--- config.mk ---
export PLATFORM = sky130hd
export DESIGN_NAME = sipo_deserializer
export DESIGN_NICKNAME = d
export VERILOG_FILES = /design/src/rtl/sr_pkg.sv /design/src/rtl/sipo_shift_core.sv /design/src/rtl/sipo_deserializer.sv
export SDC_FILE = /design/constraint.sdc
export NUM_CORES = 1
export LEC_CHECK = 0
export BUFFER_PORTS_ARGS = -buffer_cell sky130_fd_sc_hd__buf_2
export CORE_AREA = 2 2 39 41
export CTS_CLUSTER_SIZE = 25
export DETAILED_ROUTE_END_ITERATION = 6
export DIE_AREA = 0 0 41 43
export PLACE_DENSITY = 0.58
export SYNTH_ARGS = -nofsm -noshare
export SYNTH_HDL_FRONTEND = slang
export SYNTH_SLANG_ARGS = --single-unit
--- constraint.sdc ---
create_clock -name clk -period 2.5 [get_ports clk]
set_input_delay 0.5 -clock clk [delete_from_list [all_inputs] [get_ports clk]]
set_output_delay 0.5 -clock clk [all_outputs]
set_load 0.02 [all_outputs]
--- src/rtl/sr_pkg.sv ---
// Constants shared by both ends of the LSB-first serial shift link.
package sr_pkg;

   // Default word length for the link.
   localparam int unsigned SR_DEFAULT_WIDTH = 4;

   // Bit-order contract with the transmit side: the first bit on the wire is the word LSB.
   localparam bit SR_LSB_FIRST = 1'b1;

endpackage : sr_pkg

--- src/rtl/sipo_shift_core.sv ---
// Serial assembly core: shifts qualified serial bits in LSB first and tracks the bit position.
module sipo_shift_core
   import sr_pkg::*;
#(
   parameter int unsigned WIDTH = SR_DEFAULT_WIDTH
) (
   input  logic             clk,
   input  logic             rst,
   input  logic             sin,
   input  logic             sin_valid,
   input  logic             sync_clr,
   output logic [WIDTH-1:0] word,
   output logic             complete,
   output logic             busy
);

   localparam int unsigned CNT_W = (WIDTH > 1) ? $clog2(WIDTH) : 1;
   localparam logic [CNT_W-1:0] LAST_BIT = CNT_W'(WIDTH - 1);

   logic [WIDTH-1:0] shift_reg;
   logic [CNT_W-1:0] bit_cnt;
   logic             last_bit;

   // The word including the bit sampled on this edge; only meaningful when complete is high.
   assign word     = {sin, shift_reg[WIDTH-1:1]};
   assign last_bit = (bit_cnt == LAST_BIT);
   // A re-frame on the same edge suppresses the shift, so it also suppresses completion.
   assign complete = sin_valid & ~sync_clr & last_bit;
   assign busy     = |bit_cnt;

   // Shift register and bit counter: re-frame wins over a valid bit, idle cycles hold state.
   always_ff @(posedge clk or posedge rst) begin
      if (rst) begin
         shift_reg <= '0;
         bit_cnt   <= '0;
      end else if (sync_clr) begin
         shift_reg <= '0;
         bit_cnt   <= '0;
      end else if (sin_valid) begin
         shift_reg <= {sin, shift_reg[WIDTH-1:1]};
         bit_cnt   <= last_bit ? '0 : bit_cnt + 1'b1;
      end
   end

endmodule : sipo_shift_core

--- src/rtl/sipo_deserializer.sv ---
// Serial-in parallel-out receiver: shift core plus a valid/ready holding register and sticky overrun.
module sipo_deserializer
   import sr_pkg::*;
#(
   parameter int unsigned WIDTH = SR_DEFAULT_WIDTH
) (
   input  logic             clk,
   input  logic             rst,
   input  logic             sin,
   input  logic             sin_valid,
   input  logic             sync_clr,
   output logic [WIDTH-1:0] dout,
   output logic             dout_valid,
   input  logic             dout_ready,
   output logic             busy,
   output logic             overrun
);

   logic [WIDTH-1:0] word;
   logic             complete;
   logic             accept;

   sipo_shift_core #(
      .WIDTH(WIDTH)
   ) u_core (
      .clk      (clk),
      .rst      (rst),
      .sin      (sin),
      .sin_valid(sin_valid),
      .sync_clr (sync_clr),
      .word     (word),
      .complete (complete),
      .busy     (busy)
   );

   assign accept = dout_valid & dout_ready;

   // Holding register and handshake: a new word loads if the slot is empty or being drained this edge.
   always_ff @(posedge clk or posedge rst) begin
      if (rst) begin
         dout       <= '0;
         dout_valid <= 1'b0;
      end else if (complete) begin
         if (!dout_valid || accept) begin
            dout       <= word;
            dout_valid <= 1'b1;
         end
      end else if (accept) begin
         dout_valid <= 1'b0;
      end
   end

   // Sticky overrun: set when a completed word finds the slot full, cleared only by reset or re-frame.
   always_ff @(posedge clk or posedge rst) begin
      if (rst) begin
         overrun <= 1'b0;
      end else if (sync_clr) begin
         overrun <= 1'b0;
      end else if (complete && dout_valid && !accept) begin
         overrun <= 1'b1;
      end
   end

endmodule : sipo_deserializer

==> PnR_summary.wiki <==
{| class="wikitable"
! Metric !! Value
|-
| Outcome || finished, final reports clean
|-
| Average detailed-routed wire length per instance || 10.2 µm
|-
| Number of nets in the synthesized netlist || 48
|-
| Number of input and output port buffers inserted || 12
|-
| Max Transition Viols Final || 0
|-
| Final-report hold violation count || 0
|-
| Via count of the first global-routing pass || 310
|-
| Relative max-transition margin || 72.4%
|-
| Cell class contributing the biggest share of worst-path delay || flip-flops
|-
| Syn Std Cell Area || 514 µm²
|-
| Mean cell area of the mapped netlist || 12.9 µm²
|-
| Total vias in the final route || 327
|-
| Resized Gates After CTS || 0
|-
| Max Buffers Root-to-Sink || 2
|-
| Sequential cell area || 275 µm²
|-
| Worst R2R Path Depth || 4
|-
| Setup_tns || 0 ps
|-
| Post-detailed-routing wire length || 711 µm
|-
| Final net count || 63
|-
| Number of buffers inserted for hold repair after clock tree synthesis || 0
|-
| Final Wtd Congestion || 0.684
|-
| Most common cell after layout, fill and taps aside || sky130_fd_sc_hd__buf_2
|-
| Worst Path Class, Setup || reg -> out
|-
| Antenna diodes || 0
|-
| Final worst setup slack || 917 ps
|-
| Worst-skew pair later-pin latency || 260 ps
|-
| Maximum vdd drop || 363 µV
|-
| List of cells traversed by the critical path || inv_1 > ha_1 > inv_1 > buf_2
|-
| Count of unique library cells instantiated by Yosys || 12
|-
| Total DRC errors in the routed layout || 0
|-
| Data arrival time at the worst-slack endpoint || 1080 ps
|-
| Timing-limited maximum frequency || 632 MHz
|-
| Core area || 0.00138 mm²
|-
| I/O Pins || 13
|-
| Finish-stage setup viols || 0
|-
| Start of the worst register-to-register path || u_core.bit_cnt[0]
|-
| Min cycle time layout || 1580 ps
|-
| Area used by multi-input combinational logic || 201 µm²
|-
| CTS tree || yes
|-
| Nature of the critical path endpoint || output port
|-
| Share of layout cells above drive strength 1 || 40.7%
|-
| Starting density of the core || 37.2%
|-
| Post-synthesis sequential element count || 11
|-
| Global route total overflow || 0
|-
| Standard cell with the maximum stage delay on the critical path || sky130_fd_sc_hd__dfrtp_1
|-
| Detailed-placement wirelength estimate || 563 µm
|-
| Clock Skew || 5.45 ps
|-
| Filler Cells Inserted || 138
|-
| Setup slack at placement || 1010 ps
|-
| Width of the die || 41 µm
|-
| Reg clk slew, reported paths || 70 ps
|-
| Sequential fraction of the synthesis area || 53.5%
|-
| Antenna violations before repair || 0
|-
| Clock net sink count || 11
|-
| Part of the cycle the worst path needs || 63.3%
|-
| Die Outline Area || 0.00176 mm²
|-
| Post-CTS Repair Setup Buffers || 0
|-
| WP buf/inv || 3
|-
| Total number of placement rows || 14
|-
| Cells after synthesis || 40
|-
| Final non-filler cell area || 598 µm²
|-
| Dominant cell type by count on the critical path || sky130_fd_sc_hd__inv_1
|-
| Largest register FFs || 4
|-
| Die span in y || 43 µm
|-
| Top library cells by usage in the layout, fill and taps aside || sky130_fd_sc_hd__buf_2 (12), sky130_fd_sc_hd__dfrtp_1 (11), sky130_fd_sc_hd__nor2_1 (7)
|-
| Global-route wire length before repair || 1280 µm
|-
| Count of max-cap constraint violations || 0
|-
| Placed cell area || 572 µm²
|-
| Worst Path Required || 2000 ps
|-
| Num CTS Buffers || 3
|-
| Iteration count of the initial detailed-routing pass || 2
|-
| Vias per inst || 4.67
|-
| Slew at the pin closest to its max-slew limit || 414 ps
|-
| Worst setup SP type || flop
|-
| Maximum number of pins on one net before global-route repair || 12
|-
| Biggest fanout along the worst timing path || 4
|-
| P per Cell Area || 600 mW/mm²
|-
| RSZ-0062 raised after global routing || false
|-
| Count of yosys warnings during synthesis || 0
|-
| GRT Overall Usage || 11.3%
|-
| Antenna-violating nets left || 0
|-
| Max H-tree Level || 1
|-
| Starting DRT DRC Count || 4
|-
| Clock tree root driver cell || sky130_fd_sc_hd__clkbuf_4
|-
| FF-to-FF End || dout[3]
|-
| Area Growth Syn to Fin || 16.3%
|-
| Slowest Stage Delay on Critical Path || 390 ps
|-
| Reg-to-reg setup timing slack || 1120 ps
|-
| Worst min path class || in -> async
|-
| Critical Path Stages || 4
|-
| Cell leakage power || 0.333 nW
|}
==> area by class of cell <==
type,count,area share [%]
multi-input cells,23,33.7
clock buffers,4,4.39
flip-flops and latches,11,46.0
inverters,4,2.51
repair buffers,12,10.0
well taps,16,3.35
==> metrics by stage <==
step / utilization, % / instances / hold WS [ps] / power, W
floorplan: - / 40 / 352 / 0.000233
global placement: 41.3 / 66 / 476 / 0.000247
detailed placement: 41.3 / 66 / 486 / 0.000247
CTS: 43.2 / 70 / 216 / 0.000369
global route: 43.2 / 70 / 252 / 0.000383
finish: 43.2 / 70 / 210 / 0.000359
==> worst max path at each step <==
| stage | endpoint | from | slack [ps] |
|---|---|---|---|
| after floorplan | dout[3] | sin_valid | 1190 |
| after global placement | dout[0] | sin_valid | 1030 |
| after detailed placement | dout[1] | sin_valid | 1010 |
| after CTS | busy | u_core.bit_cnt[0] | 900 |
| after global routing | busy | u_core.bit_cnt[0] | 820 |
| final | busy | u_core.bit_cnt[0] | 920 |
==> where the power goes <==
part           leakage, nW  internal (W)  switching (W)
sequential           0.150      0.000187     0.00000560
combinational        0.168     0.0000197      0.0000291
clock               0.0150     0.0000617      0.0000554
==> cells in the mapped netlist <==
master | n | share of area (%)
sky130_fd_sc_hd__a31oi_1 | 1 | 1.2
sky130_fd_sc_hd__nand2_4 | 1 | 2.2
sky130_fd_sc_hd__nor3_4 | 1 | 3.2
sky130_fd_sc_hd__buf_6 | 2 | 4.4
sky130_fd_sc_hd__inv_1 | 4 | 2.9
sky130_fd_sc_hd__mux2_2 | 4 | 8.8
sky130_fd_sc_hd__ha_1 | 2 | 4.9
sky130_fd_sc_hd__o21bai_1 | 1 | 1.5
sky130_fd_sc_hd__mux2i_1 | 5 | 9.7
sky130_fd_sc_hd__dfrtp_1 | 11 | 54
sky130_fd_sc_hd__nor2_1 | 7 | 5.1
sky130_fd_sc_hd__nor2b_4 | 1 | 2.7
==> cell families (layout without fill, tap and decap cells) <==
logic type,Yosys count,count (layout),share of synthesized area (%)
fa+ha+maj,2,2,4.87
mux,9,9,18.5
flops,11,11,53.5
simple gates,10,10,13.1
compound gates,2,2,2.68
buf+inv,6,20,7.30
==> routing by layer <==
layer  routed length, µm  share of wire [%]  track usage [%]
met5                   0                  0                0
met4                   0                  0             4.00
met3                  60                8.4             7.85
met2                 351                 49             15.6
met1                 300                 42             13.6
Note: power is estimated with default switching activity, not from simulation.
